==> config.mk <==
export PLATFORM = sky130hd
export DESIGN_NAME = mips_datapath_alu_muldiv_sequencer
export DESIGN_NICKNAME = d
export VERILOG_FILES = /design/src/rtl/mips_datapath_alu_muldiv_sequencer_pkg.sv /design/src/rtl/mips_datapath_alu_muldiv_sequencer_step.sv /design/src/rtl/mips_datapath_alu_muldiv_sequencer.sv
export SDC_FILE = /design/constraint.sdc
export NUM_CORES = 1
export LEC_CHECK = 0
export ABC_AREA = 1
export CAP_MARGIN = 20
export CORE_ASPECT_RATIO = 1.2
export CORE_MARGIN = 3
export CORE_UTILIZATION = 57
export CTS_CLUSTER_DIAMETER = 60
export CTS_CLUSTER_SIZE = 24
export DETAILED_ROUTE_END_ITERATION = 16
export DONT_BUFFER_PORTS = 1
export PLACE_DENSITY = 0.82
export SYNTH_ARGS = -nofsm -noshare
export SYNTH_HDL_FRONTEND = slang
export SYNTH_SLANG_ARGS = --single-unit
==> constraint.sdc <==
create_clock -name clock -period 8.5 [get_ports clock]
set_input_delay 1.7 -clock clock [delete_from_list [all_inputs] [get_ports clock]]
set_output_delay 1.7 -clock clock [all_outputs]
set_load 0.05 [all_outputs]
==> src/rtl/mips_datapath_alu_muldiv_sequencer_pkg.sv <==
// mips_datapath_alu_muldiv_sequencer_pkg: op encodings, FSM states and word width shared by the mul/div sequencer.
package mips_datapath_alu_muldiv_sequencer_pkg;
  localparam int WORD_W = 32;
  typedef enum logic [2:0] {
    OP_MULT  = 3'd0,
    OP_MULTU = 3'd1,
    OP_DIV   = 3'd2,
    OP_DIVU  = 3'd3,
    OP_MTHI  = 3'd4,
    OP_MTLO  = 3'd5
  } muldiv_op_e;
  typedef enum logic [1:0] {S_IDLE, S_RUN, S_FIXUP} state_e;
endpackage

==> src/rtl/mips_datapath_alu_muldiv_sequencer_step.sv <==
// mips_datapath_alu_muldiv_step: one shift-add (multiply) or restoring-subtract (divide) iteration on a shared 33-bit adder.
module mips_datapath_alu_muldiv_step #(
  parameter int WIDTH = 32
) (
  input  logic             div,
  input  logic [WIDTH-1:0] acc,
  input  logic [WIDTH-1:0] mq,
  input  logic [WIDTH-1:0] opnd,
  output logic [WIDTH-1:0] acc_n,
  output logic [WIDTH-1:0] mq_n
);
  logic [WIDTH:0] x, r, s;
  logic q;
  // remainder stays below the divisor, so bit WIDTH of the difference is the borrow
  always_comb begin
    x = div ? {acc, mq[WIDTH-1]} : {1'b0, acc};
    r = div ? x - {1'b0, opnd} : x + {1'b0, opnd};
    q = ~r[WIDTH];
    s = mq[0] ? r : x;
    acc_n = div ? (q ? r[WIDTH-1:0] : x[WIDTH-1:0]) : s[WIDTH:1];
    mq_n = div ? {mq[WIDTH-2:0], q} : {s[0], mq[WIDTH-1:1]};
  end
endmodule

==> src/rtl/mips_datapath_alu_muldiv_sequencer.sv <==
// mips_datapath_alu_muldiv_sequencer: iterative MULT(U)/DIV(U) sequencer owning HI/LO; MIPS_DATAPATH_ALU_MULDIV_SIGNED_EN enables signed ops.
module mips_datapath_alu_muldiv_sequencer
  import mips_datapath_alu_muldiv_sequencer_pkg::*;
#(
  parameter int WIDTH = WORD_W,
  parameter int CNT_W = 6
) (
  input  logic             clock,
  input  logic             reset,
  input  logic             start,
  input  logic [2:0]       op,
  input  logic [WIDTH-1:0] srcA,
  input  logic [WIDTH-1:0] srcB,
  input  logic             cancel,
  input  logic             readHiLo,
  output logic             ready,
  output logic             busy,
  output logic             stall,
  output logic [WIDTH-1:0] hi,
  output logic [WIDTH-1:0] lo
);
  state_e state, state_n;
  logic [CNT_W-1:0] cnt;
  logic [WIDTH-1:0] opnd, acc, mq, acc_n, mq_n, a_mag, b_mag, quo_f, rem_f;
  logic [2*WIDTH-1:0] prod_f;
  logic is_div, neg_p, neg_r, dz, sgn, accept, md, write;

  assign ready = state == S_IDLE;
  assign busy = state == S_RUN || state == S_FIXUP;
  assign stall = readHiLo & busy;
  assign accept = ready & start & ~cancel;
  assign md = ~op[2];
  assign write = state == S_FIXUP && !cancel;
`ifdef MIPS_DATAPATH_ALU_MULDIV_SIGNED_EN
  assign sgn = ~op[0];
`else
  assign sgn = 1'b0;
`endif
  assign a_mag = (sgn & srcA[WIDTH-1]) ? -srcA : srcA;
  assign b_mag = (sgn & srcB[WIDTH-1]) ? -srcB : srcB;
  assign prod_f = neg_p ? -{acc, mq} : {acc, mq};
  assign quo_f = dz ? '1 : neg_p ? -mq : mq;
  assign rem_f = neg_r ? -acc : acc;

  mips_datapath_alu_muldiv_step #(.WIDTH(WIDTH)) u_step (
    .div  (is_div),
    .acc  (acc),
    .mq   (mq),
    .opnd (opnd),
    .acc_n(acc_n),
    .mq_n (mq_n)
  );

  always_ff @(posedge clock) begin
    if (reset) state <= S_IDLE;
    else state <= state_n;
  end

  always_comb begin
    state_n = (busy && cancel) ? S_IDLE :
              (state == S_IDLE) ? ((accept && md) ? S_RUN : S_IDLE) :
              (state == S_RUN) ? ((cnt == CNT_W'(WIDTH-1)) ? S_FIXUP : S_RUN) : S_IDLE;
  end

  // multiply keeps the multiplicand in opnd and shifts the multiplier out of mq;
  // divide keeps the divisor in opnd and shifts the dividend out of mq as quotient bits enter
  always_ff @(posedge clock) begin
    if (reset) begin
      {hi, lo, acc, mq, opnd} <= '0;
      cnt <= '0;
      {is_div, neg_p, neg_r, dz} <= '0;
    end else begin
      if (accept && md) begin
        cnt <= '0;
        is_div <= op[1];
        acc <= '0;
        opnd <= op[1] ? b_mag : a_mag;
        mq <= op[1] ? a_mag : b_mag;
        neg_p <= sgn & (srcA[WIDTH-1] ^ srcB[WIDTH-1]);
        neg_r <= sgn & srcA[WIDTH-1];
        dz <= op[1] & ~|srcB;
      end else if (state == S_RUN) begin
        cnt <= cnt + CNT_W'(1);
        acc <= acc_n;
        mq <= mq_n;
      end
      if (accept && op == OP_MTHI) hi <= srcA;
      if (accept && op == OP_MTLO) lo <= srcA;
      if (write) begin
        hi <= is_div ? rem_f : prod_f[2*WIDTH-1:WIDTH];
        lo <= is_div ? quo_f : prod_f[WIDTH-1:0];
      end
    end
  end
endmodule

==> load_flow_metrics.sql, run 1 <==
INSERT INTO impl_metrics (metric_group, metric, value, unit) VALUES
('status', 'run_status', 'finished clean', ''),
('yosys', 'synth_sequential_area_ratio', '26.66', '%'),
('route', 'via_count', '13910', ''),
('timing', 'totalNegativeSetupSlack', '0', 'ns'),
('timing', 'timing.final.setup_violations', '0', ''),
('clock_tree', 'insertion_delay', '0.44', 'ns'),
('floorplanning', 'floorplan.die.width', '142.6', 'um'),
('route', 'routed_via_density', '6.006', ''),
('worst_setup_path', 'crit_type', 'flip-flop to flip-flop', ''),
('clock_tree', 'cts_post_setup_buffers_inserted', '0', ''),
('worst_setup_path', 'timing.reg2reg.setup_slack', '3.69', 'ns'),
('worst_setup_path', 'r2r-end', 'acc[29]', ''),
('yosys', 'yosys.cell_types.count', '46', ''),
('layout', 'areaGrowthSynthToFinish', '4.431', '%'),
('floorplanning', 'ioPinCount', '139', ''),
('worst_setup_path', 'critical_path.endpoint_type', 'flip-flop', ''),
('global_route', 'grt_first_pass_wirelength', '65.85', 'mm'),
('yosys', 'synth_area_leaders', 'dfxtp_1 27%, nand2_1 17%, inv_1 8.5%, o21ai_0 8.1%, nand3_1 5.6%', ''),
('placed_design', 'port_buffers', '0', ''),
('yosys', 'synth_enable_flop_cells', '0', ''),
('yosys', 'netlist.top_cell.by_area', 'dfxtp_1', ''),
('yosys', 'synth_most_common_cell', 'nand2_1', ''),
('timing', 'rsz_0062_raised_after_global_routing', 'false', ''),
('global_route', 'grt_antenna_before_repair', '0', ''),
('clock_tree', 'cts.reportedPaths.clkPinSlew', '0.07', 'ns'),
('route', 'detail_route.iter0.violations', '1564', ''),
('floorplanning', 'initial_utilization', '58.41', '%'),
('worst_setup_path', 'critical_path_required', '8.83', 'ns'),
('yosys', 'postSynth.topFlopCell', 'dfxtp_1', ''),
('global_route', 'grt.total_usage', '33.19', '%'),
('clock_tree', 'numCtsBuffers', '17', ''),
('layout', 'post_route_cells_drive_above_1_share', '5.926', '%'),
('yosys', 'synthArstFlopShare', '0', '%'),
('route', 'route.layer.met1.wl', '16.36', 'mm'),
('clock_tree', 'cts_hold_buffers', '0', ''),
('power', 'worst_ir_drop_vdd', '146.6', 'uV'),
('worst_setup_path', 'rr_startpoint', 'is_div', ''),
('hold_path', 'min_from', 'dz', ''),
('yosys', 'ys.warnings.count', '0', ''),
('yosys', 'synth.cells.most_frequent', '578 x nand2_1, 290 x inv_1, 207 x o21ai_0', ''),
('worst_setup_path', 'reg2regPathDepth', '18', ''),
('power', 'power_per_cell_area', '171.2', 'mW/mm2'),
('flow_run', 'timing.max_cap.violations', '0', ''),
('clock_tree', 'cts_root_buf', 'clkbuf_16', ''),
('route', 'ant_nets', '0', ''),
('route', 'routedWlPerCell', '17.57', 'um'),
('clock_tree', 'post_cts_resized', '0', ''),
('route', 'dr.pass1.iters', '6', ''),
('clock_tree', 'cts_htree_levels', '4', ''),
('clock_tree', 'cts_tree', 'yes', ''),
('clock_tree', 'cts_sinks', '170', ''),
('global_route', 'grt_pass1_vias', '12750', ''),
('power', 'total_leakage_power', '0.006573', 'uW'),
('route', 'maxUsedRoutingLayer', 'met4', ''),
('timing', 'hold_viol', '0', ''),
('worst_setup_path', 'critical_path_data_arrival_time', '5.14', 'ns'),
('yosys', 'syn_nets', '2225', ''),
('timing', 'clock-skew-final', '0.009770', 'ns'),
('route', 'detail_route.drc_violations', '0', ''),
('timing', 'maxSlewViolCount', '0', ''),
('yosys', 'syn_area_per_cell', '6.035', 'um2'),
('hold_path', 'hold-path-endpoint', 'dz', ''),
('worst_setup_path', 'crit_path_start_kind', 'flip-flop', ''),
('route', 'routed_wirelength', '40.70', 'mm'),
('route', 'wl_met3', '4.184', 'mm'),
('timing', 'timing.hold.ws', '0.4604', 'ns'),
('floorplanning', 'floorplan.die.height', '169.9', 'um'),
('worst_setup_path', 'worst-path-max-fanout', '42', ''),
('timing', 'final_worst_path_period_need', '4.809', 'ns'),
('route', 'detailroute.wirelength.met2', '18.48', 'mm'),
('yosys', 'ys_ff_latch', '170', '');
==> worst max path at each step <==
stage               endpoint  startpoint  depth (start not counted)  slack (ns)
global placement     acc[29]      is_div                         20        4.03
CTS                  acc[29]      is_div                         18        3.89
floorplan              stall    readHiLo                          2        4.73
global route         acc[27]      is_div                         20        3.41
finish               acc[29]      is_div                         18        3.69
detailed placement   acc[29]      is_div                         18        3.89
==> placed cells by master (no fill, tap or decap), types with 5 or more instances in the layout <==
master and n:
nand2_2 10, inv_1 288, xor2_1 27, a21oi_1 117
o21ai_0 207, nand2_4 6, nor2_4 6, o31ai_1 21
clkbuf_16 17, ha_1 37, nor2_1 122, nand4_1 14
and2_1 8, nand2_1 578, dfxtp_1 169, nor3_1 7
nand3_1 142, o211ai_1 9, nor4_1 13, inv_6 5
inv_2 16, xnor2_1 22, a31oi_1 92, a211oi_1 19
buf_4 13, o221ai_1 8, or2_2 23, o21ai_1 5
==> cells by family after synthesis <==
kind of cell | Yosys count | synth area share, %
buf+inv | 423 | 12.84
xor+xnor | 49 | 3.362
flops | 170 | 26.66
compound gates | 492 | 21.77
simple gates | 943 | 31.58
fa+ha+maj | 38 | 3.784
==> area by class of cell <==
type	count	area (um2)	share of cell area (%)
Clock buffer	19	452.9	3.398
Multi-Input combinational cell	1522	7752	58.16
Inverter	305	1145	8.589
Tap cell	274	342.8	2.572
Sequential cell	170	3407	25.56
Timing Repair Buffer	13	97.59	0.7322
Clock inverter	13	131.4	0.9856
==> power breakdown <==
| group | switching, uW | internal, uW | total [uW] | leakage, uW |
|---|---|---|---|---|
| Sequential | 45.6 | 820 | 866 | 0.00138 |
| Combinational | 427 | 207 | 635 | 0.00491 |
| Clock | 353 | 428 | 781 | 0.000286 |
==> per-layer routing <==
metal / vias to the layer above / track usage, %
met5: - / 0
met4: 0 / 13.23
li1: 6718 / -
met1: 6262 / 44.09
met2: 808 / 53.03
met3: 122 / 6.521
==> through the flow <==
stage               setup WS, ns  utilization, %  instances  total power (uW)  instance area, um2
floorplan                  4.733               -       2115              1358               12760
global placement           4.026           58.33       2284              1490               12740
detailed placement         3.892           58.33       2284              1497               12740
CTS                        3.892           61.00       2316              2271               13330
global route               3.406           61.00       2316              2388               13330
finish                     3.691           61.00       2316              2282               13330
==> worst max-delay path, stage by stage (launching register included) <==
cell and delay [ns]:
dfxtp_4 0.61, inv_1 0.49, buf_4 0.42, nand2_1 0.12, nand2_1 0.10, nor2_1 0.23, o21ai_0 0.15, xor2_1 0.29
ha_1 0.34, a21oi_1 0.22, nand2_1 0.10, nand2_1 0.06, nand2_1 0.07, a21oi_4 0.20, nand3_4 0.39, nand2_4 0.50
nand2_1 0.13, nand3_1 0.11, a21oi_2 0.06
==> registers in the layout, summed over array words and instances (netlist names) <==
name and cells:
lo 32, dz 1, is_div 1, mq 32, acc 32, cnt 6, hi 32, state 2
opnd 32
(Power assumes the default switching activity.)
==> run 2, diff against run 1 <==
- clock period: 8.5 -> 4.9 ns (I/O delays scaled with it)
==> run 2 against run 1 <==
Clock power rose by 81%. Final area rose by 0.48%. Power rose by 76%. Worst setup slack got worse by 2.9 ns. Sequential share of layout area fell by 0.12 points. Cell count rose by 0.22%. Utilization rose by 0.29 points. Non-clock buffer count rose by 6. First-iteration DRC count fell by 6.7%. Largest power group unchanged.
==> load_flow_metrics.sql, run 2 (synthesized netlist as in run 1, its figures left out) <==
INSERT INTO impl_metrics (metric_group, metric, value, unit) VALUES
('status', 'run_status', 'finished clean', ''),
('clock_tree', 'numCtsBuffers', '17', ''),
('route', 'dr.pass1.iters', '6', ''),
('worst_setup_path', 'critical_path_required', '5.26', 'ns'),
('layout', 'post_route_cells_drive_above_1_share', '6.058', '%'),
('worst_setup_path', 'critical_path.most_common_cell', 'nand2_1', ''),
('timing', 'slew_headroom', '40.25', '%'),
('timing', 'timing_worst_slew_pin_value', '0.8953', 'ns'),
('worst_setup_path', 'critical_path.max_stage_delay', '0.36', 'ns'),
('clock_tree', 'cts_post_setup_buffers_inserted', '0', ''),
('global_route', 'grt_first_pass_wirelength', '66.70', 'mm'),
('timing', 'timing.final.setup_violations', '0', ''),
('clock_tree', 'cts_tree', 'yes', ''),
('floorplanning', 'fp-row-count', '59', ''),
('flow_run', 'timing.max_cap.violations', '0', ''),
('route', 'routedWlPerCell', '17.75', 'um'),
('placed_design', 'port_buffers', '0', ''),
('hold_path', 'hold-path-cell-count', '1', ''),
('worst_setup_path', 'slowest_stage', 'ha_1', ''),
('timing', 'rsz_0062_raised_after_global_routing', 'false', ''),
('clock_tree', 'cts_hold_buffers', '0', ''),
('timing', 'maxSlewViolCount', '0', ''),
('clock_tree', 'post_cts_resized', '0', ''),
('placed_design', 'detailed_place_hpwl', '30.18', 'mm'),
('timing', 'hold_viol', '0', ''),
('clock_tree', 'cts_root_buf', 'clkbuf_16', ''),
('global_route', 'grt_pass1_vias', '12760', ''),
('timing', 'worst_slack', '0.7474', 'ns'),
('worst_setup_path', 'path_delay_family', 'simple AND/OR/NAND/NOR gates', ''),
('worst_setup_path', 'reg2regPathDepth', '24', ''),
('placed_design', 'gp_routability_congestion', '0.9882', ''),
('placed_design', 'placement.setup.worst_slack', '0.8724', 'ns'),
('layout', 'finalNetCount', '2145', ''),
('global_route', 'grt.total_usage', '33.50', '%'),
('layout', 'layout.filler_cells', '2149', ''),
('hold_path', 'min_path_type', 'flip-flop to flip-flop', ''),
('clock_tree', 'cts_sinks', '170', ''),
('route', 'routed_via_density', '5.955', ''),
('floorplanning', 'ioPinCount', '139', ''),
('worst_setup_path', 'critical_path_buf_inv_count', '3', ''),
('worst_setup_path', 'crit_type', 'flip-flop to flip-flop', ''),
('timing', 'final_worst_path_period_need', '4.153', 'ns'),
('timing', 'totalNegativeSetupSlack', '0', 'ns'),
('global_route', 'globalRouteOverflowTotal', '0', ''),
('clock_tree', 'insertion_delay', '0.44', 'ns'),
('worst_setup_path', 'critical_path_data_arrival_time', '4.51', 'ns'),
('timing', 'timing.final.crit_share', '84.75', '%'),
('layout', 'layout_commonest_cell', 'nand2_1', ''),
('clock_tree', 'cts.reportedPaths.clkPinSlew', '0.07', 'ns'),
('floorplanning', 'core_area', '0.02185', 'mm2'),
('power', 'total_leakage_power', '0.006610', 'uW'),
('clock_tree', 'cts_htree_levels', '4', ''),
('route', 'ant_nets', '0', ''),
('layout', 'mostFrequentLayoutCells', '578 x nand2_1, 288 x inv_1, 207 x o21ai_0', ''),
('worst_setup_path', 'worst-path-max-fanout', '34', ''),
('worst_setup_path', 'crit_path_start_kind', 'flip-flop', ''),
('global_route', 'pin_count_of_the_biggest_net_entering_global_routing', '77', ''),
('worst_setup_path', 'critical_path_cell_by_cell', 'inv_1 -> ha_1 -> nand2_1 -> nor2_1 -> nand2_1 -> nand2_1 -> o21a_1 -> nand2_1 -> nor2_1 -> xor2_1 -> ha_1 -> nand2_2 -> inv_2 -> nand2_1 -> nand2_1 -> inv_2 -> nand2_1 -> a21oi_4 -> nand2_4 -> nand2_4 -> nand2_4 -> nand2_1 -> nand3_1 -> a21oi_1', ''),
('worst_setup_path', 'critical_path.endpoint_type', 'flip-flop', ''),
('power', 'power_per_cell_area', '300.0', 'mW/mm2'),
('floorplanning', 'initial_utilization', '58.41', '%'),
('floorplanning', 'floorplan.die.height', '169.9', 'um'),
('power', 'worst_ir_drop_vdd', '258.4', 'uV'),
('timing', 'clock-skew-final', '0.008224', 'ns'),
('worst_setup_path', 'path_depth', '24', ''),
('route', 'detail_route.iter0.violations', '1459', ''),
('floorplanning', 'design.die.area', '0.02423', 'mm2'),
('global_route', 'grt_antenna_before_repair', '0', ''),
('floorplanning', 'floorplan.die.width', '142.6', 'um'),
('layout', 'antennaDiodeCount', '0', ''),
('layout', 'areaGrowthSynthToFinish', '4.931', '%'),
('clock_tree', 'cts_buffer_depth', '2', ''),
('route', 'detail_route.drc_violations', '0', ''),
('route', 'via_count', '13820', ''),
('timing', 'clock.fmax', '240.8', 'MHz'),
('route', 'routed_wirelength', '41.19', 'mm');
==> run 2: routing by layer <==
layer,part of all wire [%],GRT usage (%)
met1,41,46.25
met5,0,0
met2,46,53.97
met4,2.6,9.591
met3,9.8,5.649
==> run 2: metrics by stage <==
stage	area [um2]	total power, uW	utilization [%]	hold slack [ns]	std cells
final	13390	4018	61.29	0.4709	2321
after floorplan	12760	2356	-	0.4282	2115
after global placement	12790	2597	58.53	0.4382	2290
after CTS	13390	4000	61.29	0.4700	2321
after global routing	13390	4201	61.29	0.5053	2321
after detailed placement	12790	2606	58.53	0.4553	2290
==> run 2: worst paths after layout <==
path,start,slack [ns],end
worst max-delay path,opnd[1],0.75,acc[23]
worst min-delay path,cnt[5],0.47,state[1]
worst max register to register,opnd[1],0.75,acc[23]
worst min register to register,cnt[5],0.47,state[1]
==> run 2: area by class of cell <==
class | count | area [um2] | area share [%]
clock buffer | 21 | 460.4 | 3.438
clock inverter | 10 | 142.6 | 1.065
inverter | 305 | 1145 | 8.548
multi-input combinational | 1522 | 7752 | 57.89
sequential | 170 | 3407 | 25.44
tap | 274 | 342.8 | 2.560
timing repair buffer | 19 | 142.6 | 1.065
==> run 2: power by group <==
part / internal (uW) / leakage (uW) / switching, uW
Sequential: 1420 / 0.00138 / 75.2
Combinational: 363 / 0.00494 / 744
Clock: 829 / 0.000293 / 584
Total: 2620 / 0.00661 / 1400
